$ cat src/rtl/eu_seq_ctrl_if.sv
// rtl/eu_seq_ctrl_if.sv - fetch handshake and datapath control bundle of the execution-unit sequencer
interface eu_seq_ctrl_if;
  logic        instr_vld_i;
  logic [15:0] instr_i;
  logic        instr_rdy_o;
  logic        illegal_o;
  logic        data_mem_rd_enb_o;
  logic        data_mem_wr_enb_o;
  logic        wr_data_sel_o;
  logic        rf_wr_enb_o;
  logic        r0_const_sel_o;
  logic        r1_const_sel_o;
  logic        cf_sel_o;
  logic        cmp_flag_sel_o;
  logic [1:0]  alu_sel_0_o;
  logic        alu_sel_1_o;
  logic        inv_sel_o;
  logic        shftr_sel_o;
  logic        shftl_sel_o;
  logic [1:0]  r0_sel_o;
  logic [1:0]  r1_sel_o;
  logic [15:0] retired_cnt_o;

  modport slave (
    input  instr_vld_i, instr_i,
    output instr_rdy_o, illegal_o, data_mem_rd_enb_o, data_mem_wr_enb_o, wr_data_sel_o,
           rf_wr_enb_o, r0_const_sel_o, r1_const_sel_o, cf_sel_o, cmp_flag_sel_o,
           alu_sel_0_o, alu_sel_1_o, inv_sel_o, shftr_sel_o, shftl_sel_o,
           r0_sel_o, r1_sel_o, retired_cnt_o
  );

  modport master (
    output instr_vld_i, instr_i,
    input  instr_rdy_o, illegal_o, data_mem_rd_enb_o, data_mem_wr_enb_o, wr_data_sel_o,
           rf_wr_enb_o, r0_const_sel_o, r1_const_sel_o, cf_sel_o, cmp_flag_sel_o,
           alu_sel_0_o, alu_sel_1_o, inv_sel_o, shftr_sel_o, shftl_sel_o,
           r0_sel_o, r1_sel_o, retired_cnt_o
  );
endinterface

$ cat src/rtl/eu_seq_ctrl.sv
// rtl/eu_seq_ctrl.sv - execution-unit sequencer: one instruction at a time, registered datapath controls
// Optional retired-instruction counter enabled by defining EU_SEQ_RETIRE_CNT_EN.
module eu_seq_ctrl #(
  parameter int unsigned MEM_RD_LAT = 1
) (
  input  logic         clk,
  input  logic         rst,
  eu_seq_ctrl_if.slave bus
);

  localparam logic [3:0] OP_LD = 4'h9;

  typedef enum logic [1:0] {S_IDLE, S_EXEC, S_MEM_WAIT, S_WB} state_t;

  typedef struct packed {
    logic       illegal;
    logic       rd_enb;
    logic       wr_enb;
    logic       wr_data_sel;
    logic       rf_wr_enb;
    logic       r0_const_sel;
    logic       r1_const_sel;
    logic       cf_sel;
    logic       cmp_flag_sel;
    logic [1:0] alu_sel_0;
    logic       alu_sel_1;
    logic       inv_sel;
    logic       shftr_sel;
    logic       shftl_sel;
    logic [1:0] r0_sel;
    logic [1:0] r1_sel;
  } ctrl_t;

  state_t      r_state, w_state_nxt;
  logic [15:0] r_instr, w_instr_nxt;
  logic [2:0]  r_wait_cnt, w_wait_cnt_nxt;
  logic        r_rdy, w_rdy_nxt;
  ctrl_t       r_ctrl, w_ctrl_nxt;
  logic        w_accept;
  logic        w_unused_imm;

  assign w_accept     = (r_state == S_IDLE) && r_rdy && bus.instr_vld_i;
  assign w_unused_imm = ^r_instr[7:0];

  // Controls for the EXEC cycle are decoded straight from the accepted word so they register on the accept edge.
  function automatic ctrl_t decode(input logic [15:0] ins);
    ctrl_t c;
    c        = '0;
    c.r0_sel = ins[11:10];
    c.r1_sel = ins[9:8];
    case (ins[15:12])
      4'h1, 4'h2, 4'h3, 4'h4: begin
        c.alu_sel_0 = 2'(ins[15:12] - 4'h1);
        c.rf_wr_enb = 1'b1;
      end
      4'h5: begin c.alu_sel_1 = 1'b1; c.inv_sel   = 1'b1; c.rf_wr_enb = 1'b1; end
      4'h6: begin c.alu_sel_1 = 1'b1; c.shftr_sel = 1'b1; c.rf_wr_enb = 1'b1; end
      4'h7: begin c.alu_sel_1 = 1'b1; c.shftl_sel = 1'b1; c.rf_wr_enb = 1'b1; end
      4'h8: begin c.r0_const_sel = 1'b1; c.rf_wr_enb = 1'b1; end
      4'h9: c.rd_enb = 1'b1;
      4'hA: c.wr_enb = 1'b1;
      4'hB: c.cmp_flag_sel = 1'b1;
      4'hC: begin c.cmp_flag_sel = 1'b1; c.cf_sel = 1'b1; end
      4'hD, 4'hE, 4'hF: c.illegal = 1'b1;
      default: ;
    endcase
    return c;
  endfunction

  always_comb begin
    w_state_nxt    = r_state;
    w_instr_nxt    = r_instr;
    w_wait_cnt_nxt = r_wait_cnt;
    w_ctrl_nxt     = '0;
    case (r_state)
      S_IDLE: begin
        if (w_accept) begin
          w_state_nxt = S_EXEC;
          w_instr_nxt = bus.instr_i;
          w_ctrl_nxt  = decode(bus.instr_i);
        end
      end
      S_EXEC: begin
        if (r_instr[15:12] == OP_LD) begin
          w_ctrl_nxt.r0_sel = r_instr[11:10];
          w_ctrl_nxt.r1_sel = r_instr[9:8];
          if (MEM_RD_LAT > 1) begin
            w_state_nxt    = S_MEM_WAIT;
            w_wait_cnt_nxt = 3'(MEM_RD_LAT - 1);
          end else begin
            w_state_nxt            = S_WB;
            w_ctrl_nxt.wr_data_sel = 1'b1;
            w_ctrl_nxt.rf_wr_enb   = 1'b1;
          end
        end else begin
          w_state_nxt = S_IDLE;
        end
      end
      S_MEM_WAIT: begin
        w_ctrl_nxt.r0_sel = r_instr[11:10];
        w_ctrl_nxt.r1_sel = r_instr[9:8];
        if (r_wait_cnt == 3'd1) begin
          w_state_nxt            = S_WB;
          w_ctrl_nxt.wr_data_sel = 1'b1;
          w_ctrl_nxt.rf_wr_enb   = 1'b1;
        end else begin
          w_wait_cnt_nxt = r_wait_cnt - 3'd1;
        end
      end
      S_WB: w_state_nxt = S_IDLE;
      default: w_state_nxt = S_IDLE;
    endcase
    // Ready is registered so it stays low while reset is held and rises one edge after release.
    w_rdy_nxt = (w_state_nxt == S_IDLE);
  end

  always_ff @(posedge clk or negedge rst) begin
    if (!rst) begin
      r_state    <= S_IDLE;
      r_instr    <= 16'h0000;
      r_wait_cnt <= 3'd0;
      r_rdy      <= 1'b0;
      r_ctrl     <= '0;
    end else begin
      r_state    <= w_state_nxt;
      r_instr    <= w_instr_nxt;
      r_wait_cnt <= w_wait_cnt_nxt;
      r_rdy      <= w_rdy_nxt;
      r_ctrl     <= w_ctrl_nxt;
    end
  end

  assign bus.instr_rdy_o       = r_rdy;
  assign bus.illegal_o         = r_ctrl.illegal;
  assign bus.data_mem_rd_enb_o = r_ctrl.rd_enb;
  assign bus.data_mem_wr_enb_o = r_ctrl.wr_enb;
  assign bus.wr_data_sel_o     = r_ctrl.wr_data_sel;
  assign bus.rf_wr_enb_o       = r_ctrl.rf_wr_enb;
  assign bus.r0_const_sel_o    = r_ctrl.r0_const_sel;
  assign bus.r1_const_sel_o    = r_ctrl.r1_const_sel;
  assign bus.cf_sel_o          = r_ctrl.cf_sel;
  assign bus.cmp_flag_sel_o    = r_ctrl.cmp_flag_sel;
  assign bus.alu_sel_0_o       = r_ctrl.alu_sel_0;
  assign bus.alu_sel_1_o       = r_ctrl.alu_sel_1;
  assign bus.inv_sel_o         = r_ctrl.inv_sel;
  assign bus.shftr_sel_o       = r_ctrl.shftr_sel;
  assign bus.shftl_sel_o       = r_ctrl.shftl_sel;
  assign bus.r0_sel_o          = r_ctrl.r0_sel;
  assign bus.r1_sel_o          = r_ctrl.r1_sel;

`ifdef EU_SEQ_RETIRE_CNT_EN
  logic        w_retire;
  logic [15:0] r_retired_cnt;

  // An instruction retires on its final cycle: EXEC for everything except LD, WB for LD.
  assign w_retire = ((r_state == S_EXEC) && (r_instr[15:12] != OP_LD)) || (r_state == S_WB);

  always_ff @(posedge clk or negedge rst) begin
    if (!rst) begin
      r_retired_cnt <= 16'h0000;
    end else if (w_retire) begin
      r_retired_cnt <= r_retired_cnt + 16'd1;
    end
  end

  assign bus.retired_cnt_o = r_retired_cnt;
`else
  assign bus.retired_cnt_o = 16'h0000;
`endif

endmodule

$ cat src/flat_wrapper.sv
// flat-port wrapper written by rule: the top's interface ports become plain ports
module eu_seq_ctrl_flat 
#(
  parameter int unsigned MEM_RD_LAT = 1
)
  (clk, rst, bus_instr_vld_i, bus_instr_i, bus_instr_rdy_o, bus_illegal_o, bus_data_mem_rd_enb_o, bus_data_mem_wr_enb_o, bus_wr_data_sel_o, bus_rf_wr_enb_o, bus_r0_const_sel_o, bus_r1_const_sel_o, bus_cf_sel_o, bus_cmp_flag_sel_o, bus_alu_sel_0_o, bus_alu_sel_1_o, bus_inv_sel_o, bus_shftr_sel_o, bus_shftl_sel_o, bus_r0_sel_o, bus_r1_sel_o, bus_retired_cnt_o);
  eu_seq_ctrl_if bus_i ();
  input  logic clk;
  input  logic rst;
  input wire logic [$bits(bus_i.instr_vld_i)-1:0] bus_instr_vld_i;
  input wire logic [$bits(bus_i.instr_i)-1:0] bus_instr_i;
  output wire logic [$bits(bus_i.instr_rdy_o)-1:0] bus_instr_rdy_o;
  output wire logic [$bits(bus_i.illegal_o)-1:0] bus_illegal_o;
  output wire logic [$bits(bus_i.data_mem_rd_enb_o)-1:0] bus_data_mem_rd_enb_o;
  output wire logic [$bits(bus_i.data_mem_wr_enb_o)-1:0] bus_data_mem_wr_enb_o;
  output wire logic [$bits(bus_i.wr_data_sel_o)-1:0] bus_wr_data_sel_o;
  output wire logic [$bits(bus_i.rf_wr_enb_o)-1:0] bus_rf_wr_enb_o;
  output wire logic [$bits(bus_i.r0_const_sel_o)-1:0] bus_r0_const_sel_o;
  output wire logic [$bits(bus_i.r1_const_sel_o)-1:0] bus_r1_const_sel_o;
  output wire logic [$bits(bus_i.cf_sel_o)-1:0] bus_cf_sel_o;
  output wire logic [$bits(bus_i.cmp_flag_sel_o)-1:0] bus_cmp_flag_sel_o;
  output wire logic [$bits(bus_i.alu_sel_0_o)-1:0] bus_alu_sel_0_o;
  output wire logic [$bits(bus_i.alu_sel_1_o)-1:0] bus_alu_sel_1_o;
  output wire logic [$bits(bus_i.inv_sel_o)-1:0] bus_inv_sel_o;
  output wire logic [$bits(bus_i.shftr_sel_o)-1:0] bus_shftr_sel_o;
  output wire logic [$bits(bus_i.shftl_sel_o)-1:0] bus_shftl_sel_o;
  output wire logic [$bits(bus_i.r0_sel_o)-1:0] bus_r0_sel_o;
  output wire logic [$bits(bus_i.r1_sel_o)-1:0] bus_r1_sel_o;
  output wire logic [$bits(bus_i.retired_cnt_o)-1:0] bus_retired_cnt_o;
  assign bus_i.instr_vld_i = bus_instr_vld_i;
  assign bus_i.instr_i = bus_instr_i;
  assign bus_instr_rdy_o = bus_i.instr_rdy_o;
  assign bus_illegal_o = bus_i.illegal_o;
  assign bus_data_mem_rd_enb_o = bus_i.data_mem_rd_enb_o;
  assign bus_data_mem_wr_enb_o = bus_i.data_mem_wr_enb_o;
  assign bus_wr_data_sel_o = bus_i.wr_data_sel_o;
  assign bus_rf_wr_enb_o = bus_i.rf_wr_enb_o;
  assign bus_r0_const_sel_o = bus_i.r0_const_sel_o;
  assign bus_r1_const_sel_o = bus_i.r1_const_sel_o;
  assign bus_cf_sel_o = bus_i.cf_sel_o;
  assign bus_cmp_flag_sel_o = bus_i.cmp_flag_sel_o;
  assign bus_alu_sel_0_o = bus_i.alu_sel_0_o;
  assign bus_alu_sel_1_o = bus_i.alu_sel_1_o;
  assign bus_inv_sel_o = bus_i.inv_sel_o;
  assign bus_shftr_sel_o = bus_i.shftr_sel_o;
  assign bus_shftl_sel_o = bus_i.shftl_sel_o;
  assign bus_r0_sel_o = bus_i.r0_sel_o;
  assign bus_r1_sel_o = bus_i.r1_sel_o;
  assign bus_retired_cnt_o = bus_i.retired_cnt_o;
  eu_seq_ctrl #(.MEM_RD_LAT(MEM_RD_LAT)) u_core (.clk(clk), .rst(rst), .bus(bus_i));
endmodule
$ cat config.mk
export PLATFORM = sky130hd
export DESIGN_NAME = eu_seq_ctrl_flat
export DESIGN_NICKNAME = d
export VERILOG_FILES = /design/src/rtl/eu_seq_ctrl_if.sv /design/src/rtl/eu_seq_ctrl.sv /design/src/flat_wrapper.sv
export SDC_FILE = /design/constraint.sdc
export NUM_CORES = 1
export LEC_CHECK = 0
export BUFFER_PORTS_ARGS = -buffer_cell sky130_fd_sc_hd__buf_2
export CORE_ASPECT_RATIO = 1.4
export CORE_MARGIN = 1
export CORE_UTILIZATION = 43
export DETAILED_ROUTE_END_ITERATION = 8
export PLACE_DENSITY = 0.86
export SETUP_SLACK_MARGIN = 0.02
export SLEW_MARGIN = 5
export SYNTH_ARGS = -nofsm -noshare
export SYNTH_HDL_FRONTEND = slang
export SYNTH_SLANG_ARGS = --single-unit
$ cat constraint.sdc
create_clock -name clk -period 1.1 [get_ports clk]
set_input_delay 0.055 -clock clk [delete_from_list [all_inputs] [get_ports clk]]
set_output_delay 0.055 -clock clk [all_outputs]
set_load 0.01 [all_outputs]
==> results.py, run 1 <==
metrics = {
    "outcome": {
        "status": "finished, violations left",
        "failed_checks": "setup timing",
    },
    "power": {
        "leakage_uw": 0.00108,
        "intPower_uw": 3110,
        "power_density_mw_per_mm2": 2260,
        "comb_power_share": 0.376,
        "p_seq_frac": 0.363,
        "power_switching_uw": 1550,
        "ir_drop_mv": 1.61,
        "swShare": 0.333,
        "power_frac_clock": 0.261,
        "finalPower_uw": 4660,
    },
    "worst_hold_path": {
        "min_from": "bus_instr_i[9]",
        "hold_path.class": "input pin to flip-flop",
    },
    "critical_path": {
        "crit_path_end_kind": "flip-flop",
        "crit_fanout": 8,
        "crit_start": "u_core.r_state[1]$_DFF_PN0_",
        "worstReg2RegStart": "u_core.r_state[1]$_DFF_PN0_",
        "startpoint_type": "flip-flop",
        "path_class": "flip-flop to flip-flop",
        "cp_cell_sequence": "and4bb_2 > buf_6 > nand2_4 > o21ai_0",
        "cpMaxStageDelayCell": "dfrtp_1",
        "critPathArrivalTime_ns": 1.38,
        "required_ns": 1.29,
        "cp_slowest_stage_delay_ns": 0.40,
    },
    "floorplanning": {
        "ioPinCount": 55,
        "die_area_mm2": 0.00363,
        "start_util": 0.458,
        "dieHeight_um": 70.9,
        "fp-row-count": 24,
        "core_area_mm2": 0.00318,
        "die_w_um": 51.2,
    },
    "cells_and_area": {
        "num_antenna_cells": 0,
        "final_common_cell": "dfrtp_1",
        "final_cell_mix": "dfrtp_1, buf_2, conb_1",
        "multi_input_area_um2": 691,
        "fin_nets": 209,
        "fillCellCount": 235,
        "area_growth_pct": 41.2,
        "final_area_mm2": 0.00206,
        "drive_gt1_frac": 0.465,
        "seqCellArea_um2": 801,
    },
    "route": {
        "vias_per_cell": 4.75,
        "drtIter0Drc": 22,
        "via_count": 1063,
        "detail_route.wl_per_cell_um": 13.5,
        "routed_wl_um": 3040,
        "drtPass1Iterations": 5,
        "ant_nets": 0,
        "drc": 0,
    },
    "clock_tree": {
        "cts_tree": "yes",
        "cts-root-buf": "clkbuf_8",
        "htreeDepth": 2,
        "clk_pin_slew_ns": 0.07,
        "clkLatencyLatePin_ns": 0.29,
        "cts_buffer_depth": 2,
        "cts.sinks": 32,
        "numCtsBuffers": 5,
    },
    "placement": {
        "place.gp.congestion": 0.830,
        "dpl-instance-area_mm2": 0.00167,
        "pre_cts_ws_ns": -0.178,
        "io_buffers": 29,
        "dp_hpwl_um": 1900,
    },
    "logic_synthesis": {
        "yosysUniqueCellTypes": 29,
        "syn_area_mm2": 0.00146,
        "yosysSeqAreaShare": 0.549,
        "synth_warnings": 0,
        "avgSynthCellArea_um2": 11.2,
        "ys_ff_latch": 32,
        "postSynthCellCount": 130,
    },
    "global_route": {
        "gr-usage-met2": 0.297,
        "grt_usage": 0.171,
        "grt_pass1_vias": 996,
        "grt_max_degree": 33,
        "grt-ovfl-total": 0,
        "met3_usage": 0.0602,
        "use_met1": 0.175,
        "top_usage_layer": "met2",
        "grt_pass1_wl_um": 4350,
        "antenna_found_initial": 0,
    },
    "timing": {
        "post-route-period-util": 1.08,
        "rsz0062_at_grt": "true",
        "fin_tns_setup_ns": -1.29,
        "hold_viol_final": 0,
        "setup_slack_ns": -0.0896,
        "fmax_ghz": 0.841,
        "setup_violations": 26,
        "finalMaxSlewViolations": 0,
        "clock_skew_ns": 0.00406,
        "timing.final.crit_period_ns": 1.19,
    },
    "run": {
        "drv_cap": 0,
    },
}
==> path summary, 6_finish.rpt <==
path                                                       to  slack [ns]  depth (start not counted)
max reg2reg                    u_core.r_instr[10]$_DFFE_PN0P_       -0.09                          4
max                            u_core.r_instr[10]$_DFFE_PN0P_       -0.09                          4
min                             u_core.r_instr[9]$_DFFE_PN0P_        0.02                          3
min in group asynchronous  u_core.bus.wr_data_sel_o$_DFF_PN0_        0.31                          3
min reg2reg                    u_core.r_instr[13]$_DFFE_PN0P_        0.50                          2
max in group asynchronous    u_core.r_wait_cnt[1]$_DFFE_PN0P_        0.51                          3
==> cell families (layout without fill, tap and decap cells) <==
logic type                 after synthesis  after routing  synth area share
DFF                                     32             32             0.549
AOI/OAI and AO/OA                       17             17            0.0695
adders and majority gates                6              6            0.0515
muxes                                    3              3            0.0214
other                                    1             17           0.00257
xor gates and xnor gates                 1              1           0.00600
and+or+nand+nor                         37             37             0.159
buffers and inverters                   33             72             0.142
==> power groups by stage <==
stage / Combinational (µW) / Clock, µW / Sequential [µW]
final: 1750 / 1220 / 1690
after CTS: 1380 / 1240 / 1670
after global routing: 1910 / 1280 / 1720
after global placement: 1140 / 0 / 1660
after floorplan: 760 / 0 / 1710
after detailed placement: 1180 / 0 / 1670
==> cell usage after synthesis <==
cell type  count  area (µm²)
a31o_1         1        8.76
conb_1         1        3.75
o21ai_0        8        40.0
and4bb_1       2        25.0
o21ai_1        4        20.0
xnor2_1        1        8.76
buf_6          2        22.5
inv_1         13        48.8
a32oi_1        1        8.76
nor2b_1        2        12.5
dfrtp_1       32         801
nor4_1         2        12.5
ha_1           6        75.1
nor2_1         4        15.0
nand2b_1       1        6.26
mux2i_1        2        20.0
buf_4         18         135
nand2_1       14        52.6
a221o_1        1        10.0
a21oi_2        1        8.76
nor3_1         2        10.0
a21oi_1        1        5.00
and2b_1        1        7.51
nand4bb_4      1        27.5
nor3b_1        1        7.51
nor3b_2        2        25.0
and2_1         4        25.0
nand3_1        1        5.00
mux2_1         1        11.3
==> registers in the layout, summed over array words and instances, names as in the netlist, 2 cells and up <==
| signal | flops |
|---|---|
| u_core.r_instr | 8 |
| u_core.r_wait_cnt | 3 |
| u_core.bus.alu_sel_0_o | 2 |
| u_core.bus.r0_sel_o | 2 |
| u_core.bus.r1_sel_o | 2 |
| u_core.r_state | 2 |
==> area by class of cell <==
| type | count | area share |
|---|---|---|
| sequential | 32 | 0.389 |
| clock inverter | 1 | 0.0146 |
| clock buffer | 7 | 0.0468 |
| timing repair buffer | 51 | 0.166 |
| inverter | 13 | 0.0249 |
| tap | 39 | 0.0237 |
| multi-input combinational | 81 | 0.335 |
==> per-stage QoR <==
stage / hold slack [ns] / util / cells
6_report: 0.0168 / 0.647 / 224
5_1_grt: 0.0161 / 0.647 / 224
4_1_cts: 0.00841 / 0.607 / 223
3_5_place_dp: 0.0885 / 0.525 / 209
3_3_place_gp: 0.0850 / 0.525 / 209
2_1_floorplan: -0.241 / - / 146
==> worst max-delay path, delay by kind of cell, from the launching register on <==
kind	cells	cell delay (ns)
AOI/OAI and AO/OA	1	0.09
buffers and inverters	1	0.18
DFF	1	0.40
and+or+nand+nor	2	0.44
==> timing repair <==
action                                  in CTS  in global routing
setup buffers                                1                  1
gates resized for setup                     14                 36
endpoints found under the hold margin       37                  0
pin swaps                                    6                 13
hold buffers                                 5                  0
endpoints found under the setup margin      29                 31
==> metal layers <==
layer	up-vias	share of wire
met3	7	0.060
met2	46	0.55
met4	0	0.026
li1	498	-
met5	-	0
met1	512	0.37
Note: power is estimated with default switching activity, not from simulation.
==> run 2, diff against run 1 <==
--- a/config.mk
+++ b/config.mk
@@ -6,11 +6,13 @@
 export NUM_CORES = 1
 export LEC_CHECK = 0
 export BUFFER_PORTS_ARGS = -buffer_cell sky130_fd_sc_hd__buf_2
+export CELL_PAD_IN_SITES_DETAIL_PLACEMENT = 1
+export CELL_PAD_IN_SITES_GLOBAL_PLACEMENT = 2
 export CORE_ASPECT_RATIO = 1.4
 export CORE_MARGIN = 1
-export CORE_UTILIZATION = 43
+export CORE_UTILIZATION = 26
 export DETAILED_ROUTE_END_ITERATION = 8
-export PLACE_DENSITY = 0.86
+export PLACE_DENSITY = 0.85
 export SETUP_SLACK_MARGIN = 0.02
 export SLEW_MARGIN = 5
 export SYNTH_ARGS = -nofsm -noshare
==> results.py, run 2 (synthesized netlist as in run 1, its figures left out) <==
metrics = {
    "route": {
        "drtPass1Iterations": 3,
        "detail_route.wl_per_cell_um": 12.6,
        "drtIter0Drc": 20,
        "top_layer": "met4",
        "wl_met3_um": 140,
        "vias_per_cell": 4.23,
        "drc": 0,
        "ant_nets": 0,
        "met2WireLength_um": 1690,
        "via_count": 1082,
        "routed_wl_um": 3240,
        "drt-met1-wl_um": 1330,
    },
    "power": {
        "ir_drop_mv": 0.513,
        "power_frac_clock": 0.220,
        "power_switching_uw": 1470,
        "p_seq_frac": 0.389,
        "swShare": 0.343,
        "comb_power_share": 0.391,
        "intPower_uw": 2810,
        "leakage_uw": 0.00107,
        "power_density_mw_per_mm2": 2080,
    },
    "global_route": {
        "antenna_found_initial": 0,
        "grt_pass1_wl_um": 5560,
        "grt_usage": 0.126,
        "grt-ovfl-total": 0,
        "grt_pass1_vias": 1142,
        "grt_max_degree": 33,
    },
    "floorplanning": {
        "dieHeight_um": 90.6,
        "start_util": 0.277,
        "ioPinCount": 55,
        "fp-row-count": 31,
        "die_w_um": 65.3,
        "die_area_mm2": 0.00592,
        "core_area_mm2": 0.00528,
    },
    "critical_path": {
        "cp_cell_sequence": "and4bb_2 > nand2_2 > nor3b_2",
        "path_class": "flip-flop to flip-flop",
        "cp_slowest_stage_delay_ns": 0.41,
        "crit_fanout": 5,
        "crit_path_end_kind": "flip-flop",
        "critPathArrivalTime_ns": 1.39,
        "required_ns": 1.31,
        "startpoint_type": "flip-flop",
        "cpMaxStageDelayCell": "dfrtp_1",
    },
    "clock_tree": {
        "clkLatencyLatePin_ns": 0.29,
        "cts.sinks": 32,
        "cts_tree": "yes",
        "cts-root-buf": "clkbuf_8",
        "cts_buffer_depth": 2,
        "htreeDepth": 2,
        "clk_pin_slew_ns": 0.07,
        "numCtsBuffers": 5,
    },
    "worst_hold_path": {
        "hold_path.class": "input pin to flip-flop",
    },
    "timing": {
        "setup_violations": 30,
        "timing.final.crit_period_ns": 1.19,
        "fmax_ghz": 0.842,
        "post-route-period-util": 1.08,
        "setup_slack_ns": -0.0872,
        "rsz0062_at_grt": "true",
        "finalMaxSlewViolations": 0,
        "clock_skew_ns": 0.00609,
        "hold_viol_final": 0,
    },
    "cells_and_area": {
        "reg_top3": "u_core.r_instr: 8 flops, u_core.r_wait_cnt: 3 flops",
        "final_util": 0.389,
        "final_cell_mix": "dfrtp_1, buf_2, conb_1, buf_4, inv_1",
        "top_register": "u_core.r_instr",
        "final_area_mm2": 0.00205,
        "area_growth_pct": 40.7,
        "drive_gt1_frac": 0.442,
        "largest_reg_flops": 8,
        "fin_nets": 214,
        "seqCellArea_um2": 801,
        "final_common_cell": "dfrtp_1",
        "fin_cells": 256,
        "multi_input_area_um2": 642,
        "num_antenna_cells": 0,
        "fillCellCount": 629,
    },
    "placement": {
        "io_buffers": 29,
        "dp.cells": 241,
        "dp_hpwl_um": 2320,
        "dpl-instance-area_mm2": 0.00174,
        "place.gp.congestion": 0.751,
    },
    "outcome": {
        "status": "finished, violations left",
        "failed_checks": "setup timing",
    },
    "run": {
        "drv_cap": 0,
    },
}
## run 2: cell count changes in the layout (fill, tap and decap cells not counted), sizes merged
| cell | previous run | this run |
|---|---|---|
| bufinv | 1 | 0 |
| clkinvlp | 0 | 1 |
| buf | 46 | 50 |
| dlygate4sd3 | 5 | 6 |
## run 2: layout make-up
cell class | count | area share
tap | 66 | 0.0402
clock inverter | 1 | 0.00366
clock buffer | 7 | 0.0421
sequential | 32 | 0.390
multi-input combinational | 81 | 0.313
timing repair buffer | 56 | 0.187
inverter | 13 | 0.0238
## run 2: what timing repair did
action | in CTS | in global routing
gates cloned | 1 | 0
pin swaps | 9 | 6
setup buffers | 1 | 0
gates resized for setup | 25 | 18
hold buffers | 6 | 0
setup endpoints to repair | 31 | 33
hold endpoints to repair | 38 | 0
## run 2: power by group through the flow
stage	sequential [µW]	combinational, µW	clock (µW)
floorplan	1710	760	0
global placement	1660	1220	0
detailed placement	1670	1280	0
CTS	1660	1560	979
global route	1710	1870	1040
finish	1660	1670	939
## run 2: critical path: cells and delay by family, from the launching register on
kind	cells	cell delay, ns
AND/OR/NAND/NOR	3	0.70
flip-flops	1	0.41
## run 2: metal layers
metal  up-vias  GRT usage
met5         -          0
met4         0     0.0652
met3         5     0.0240
met2        36      0.210
met1       537      0.149
li1        504          -
## run 2: final timing paths
kind                                                 from                                endpoint  slack (ns)  cells past startpoint
setup / recovery              u_core.r_state[1]$_DFF_PN0_  u_core.bus.data_mem_rd_enb_o$_DFF_PN0_       -0.09                      3
hold / removal                            bus_instr_i[15]     u_core.bus.alu_sel_0_o[1]$_DFF_PN0_        0.12                      2
setup reg to reg              u_core.r_state[1]$_DFF_PN0_  u_core.bus.data_mem_rd_enb_o$_DFF_PN0_       -0.09                      3
hold reg to reg            u_core.r_instr[15]$_DFFE_PN0P_          u_core.r_instr[15]$_DFFE_PN0P_        0.48                      2
max in group asynchronous                             rst     u_core.bus.r0_const_sel_o$_DFF_PN0_        0.47                      3
min in group asynchronous                             rst        u_core.bus.alu_sel_1_o$_DFF_PN0_        0.33                      3
## run 2: metrics by stage
stage	hold WS, ns	worst slack (ns)	TNS (ns)	total power [µW]
final	0.117	-0.0872	-1.47	4270
after global routing	0.116	-0.151	-3.56	4610
after CTS	0.0897	-0.0794	-1.41	4200
after detailed placement	0.110	-0.123	-1.88	2950
after global placement	0.107	-0.131	-1.26	2880
after floorplan	-0.241	0.0323	0	2470
==> run 3, diff against run 2 <==
--- a/config.mk
+++ b/config.mk
@@ -5,14 +5,16 @@
 export SDC_FILE = /design/constraint.sdc
 export NUM_CORES = 1
 export LEC_CHECK = 0
+export ABC_AREA = 1
 export BUFFER_PORTS_ARGS = -buffer_cell sky130_fd_sc_hd__buf_2
 export CELL_PAD_IN_SITES_DETAIL_PLACEMENT = 1
 export CELL_PAD_IN_SITES_GLOBAL_PLACEMENT = 2
 export CORE_ASPECT_RATIO = 1.4
 export CORE_MARGIN = 1
-export CORE_UTILIZATION = 26
+export CORE_UTILIZATION = 25
 export DETAILED_ROUTE_END_ITERATION = 8
-export PLACE_DENSITY = 0.85
+export GPL_TIMING_DRIVEN = 0
+export PLACE_DENSITY = 0.86
 export SETUP_SLACK_MARGIN = 0.02
 export SLEW_MARGIN = 5
 export SYNTH_ARGS = -nofsm -noshare
==> results.py, run 3 <==
metrics = {
    "route": {
        "detail_route.wl_per_cell_um": 11.7,
        "drc": 0,
        "drtIter0Drc": 65,
        "routed_wl_um": 3430,
        "ant_nets": 0,
        "drtPass1Iterations": 4,
        "vias_per_cell": 4.05,
        "via_count": 1182,
    },
    "cells_and_area": {
        "largest_reg_flops": 8,
        "final_common_cell": "nand2_1",
        "final_area_mm2": 0.00208,
        "fin_nets": 248,
        "top_register": "u_core.r_instr",
        "area_growth_pct": 40.7,
        "reg_top3": "u_core.r_instr: 8 flops, u_core.r_wait_cnt: 3 flops",
        "num_antenna_cells": 0,
        "final_cell_mix": "nand2_1, dfrtp_1, buf_2",
        "drive_gt1_frac": 0.411,
    },
    "floorplanning": {
        "die_w_um": 67.0,
        "die_area_mm2": 0.00623,
        "core_area_mm2": 0.00561,
        "start_util": 0.264,
        "dieHeight_um": 93.0,
        "fp-row-count": 32,
        "ioPinCount": 55,
    },
    "power": {
        "leakage_uw": 0.00116,
        "ir_drop_mv": 0.450,
        "power_density_mw_per_mm2": 2020,
    },
    "clock_tree": {
        "clkLatencyLatePin_ns": 0.28,
        "clk_pin_slew_ns": 0.06,
        "cts_tree": "yes",
        "cts.sinks": 32,
        "numCtsBuffers": 5,
        "cts-root-buf": "clkbuf_8",
        "htreeDepth": 2,
        "cts_buffer_depth": 2,
    },
    "logic_synthesis": {
        "postSynthCellCount": 158,
        "synth_edf_count": 0,
        "synth_top_area_share": 0.541,
        "syn_area_mm2": 0.00148,
        "yosysMostFrequentCell": "nand2_1",
        "ys_ff_latch": 32,
        "yosysUniqueCellTypes": 21,
        "avgSynthCellArea_um2": 9.36,
        "yosysSeqAreaShare": 0.541,
        "synth_warnings": 0,
        "ys.flop_type": "dfrtp_1",
        "synth_commonest_cells": "nand2_1, dfrtp_1, buf_4",
        "synth_top_area_cell": "dfrtp_1",
        "async_flop_share": 1.00,
        "synth.area.top_cells": "dfrtp_1, nand2_1, buf_4, ha_1, nand3_1",
    },
    "timing": {
        "timing.final.crit_period_ns": 1.12,
        "fmax_ghz": 0.891,
        "clock_skew_ns": 0.00514,
        "slew_headroom": 0.530,
        "hold_viol_final": 0,
        "setup_violations": 2,
        "tightest_slew_ns": 0.705,
        "rsz0062_at_grt": "true",
        "setup_slack_ns": -0.0219,
        "post-route-period-util": 1.02,
        "finalMaxSlewViolations": 0,
    },
    "critical_path": {
        "required_ns": 1.27,
        "cp_slowest_stage_delay_ns": 0.39,
        "crit_fanout": 5,
        "critPathArrivalTime_ns": 1.30,
        "path_class": "flip-flop to flip-flop",
        "cpMaxStageDelayCell": "dfrtp_1",
        "cp_cell_sequence": "buf_4 > nor2_4 > buf_6 > inv_1 > nand2_1 > nor2_1",
        "startpoint_type": "flip-flop",
        "crit_path_end_kind": "flip-flop",
    },
    "placement": {
        "dpl-instance-area_mm2": 0.00176,
        "place.gp.congestion": 0.705,
        "io_buffers": 28,
        "dp_hpwl_um": 2440,
        "pre_cts_ws_ns": -0.132,
    },
    "outcome": {
        "failed_checks": "setup timing",
        "status": "finished, violations left",
    },
    "global_route": {
        "antenna_found_initial": 0,
        "grt_max_degree": 33,
        "grt-ovfl-total": 0,
        "grt_pass1_wl_um": 5560,
        "grt_pass1_vias": 1212,
        "grt_usage": 0.123,
    },
    "worst_hold_path": {
        "hold_path.class": "input pin to flip-flop",
    },
    "run": {
        "drv_cap": 0,
    },
}
==> run 3: cell families after synthesis <==
group / synth area share
AND/OR/NAND/NOR: 0.232
AO/OA/AOI/OAI: 0.0237
flip-flops: 0.541
buffers and inverters: 0.144
other: 0.00254
adder cells (fa/ha/maj): 0.0508
XOR/XNOR: 0.00592
==> run 3: repair_timing <==
item,4_1_cts,5_1_grt
endpoints found under the setup margin,26,30
cloned,1,0
endpoints found under the hold margin,36,0
gates resized for setup,14,13
buffers inserted,5,3
pin swaps,4,4
hold buffers,5,0
==> run 3: final timing paths <==
kind                                               endpoint  slack, ns                            from  cells past startpoint
min in group asynchronous  u_core.r_wait_cnt[0]$_DFFE_PN0P_       0.35                             rst                      2
setup reg to reg           u_core.bus.instr_rdy_o$_DFF_PN0_      -0.02     u_core.r_state[0]$_DFF_PN0_                      6
hold / removal               u_core.r_instr[11]$_DFFE_PN0P_      0.007                 bus_instr_i[11]                      3
hold reg to reg              u_core.r_instr[12]$_DFFE_PN0P_       0.48  u_core.r_instr[12]$_DFFE_PN0P_                      2
max in group asynchronous     u_core.r_instr[8]$_DFFE_PN0P_       0.29                             rst                      2
setup / recovery           u_core.bus.instr_rdy_o$_DFF_PN0_      -0.02     u_core.r_state[0]$_DFF_PN0_                      6
==> run 3: per-layer routing <==
layer,vias up,global-route usage,wire length (µm)
met4,0,0.0691,77
met1,558,0.136,1340
met3,6,0.0293,150
li1,585,-,-
met5,-,0,0
met2,33,0.208,1860
==> run 3: layout make-up <==
type / count / area [µm²]
flip-flops and latches: 32 / 801
clock inverters: 2 / 10.0
well taps: 68 / 85.1
clock buffers: 6 / 82.6
multi-input cells: 105 / 624
repair buffers: 42 / 265
fillers: 694 / 3520
inverters: 17 / 63.8
plain buffers: 20 / 149
==> run 3: critical path: cells and delay by family (launching register included) <==
kind	cells	cell delay, ns
buf+inv	3	0.34
simple gates	3	0.29
flops	1	0.39
==> run 3: where the power goes <==
part           internal (µW)  total, µW  switching, µW
clock                    498        915            417
sequential              1510       1710            194
combinational            659       1590            927
==> run 3: per-stage QoR <==
stage,cells,utilization,hold WS [ns],setup TNS [ns],total power (µW)
2_1_floorplan,174,-,-0.241,0,2530
3_5_place_dp,270,0.315,0.153,-1.22,2920
4_1_cts,289,0.356,0.00196,-0.0280,4100
5_1_grt,292,0.371,0.0108,-0.642,4510
3_3_place_gp,270,0.315,0.141,-0.794,2850
6_report,292,0.371,0.00684,-0.0236,4210
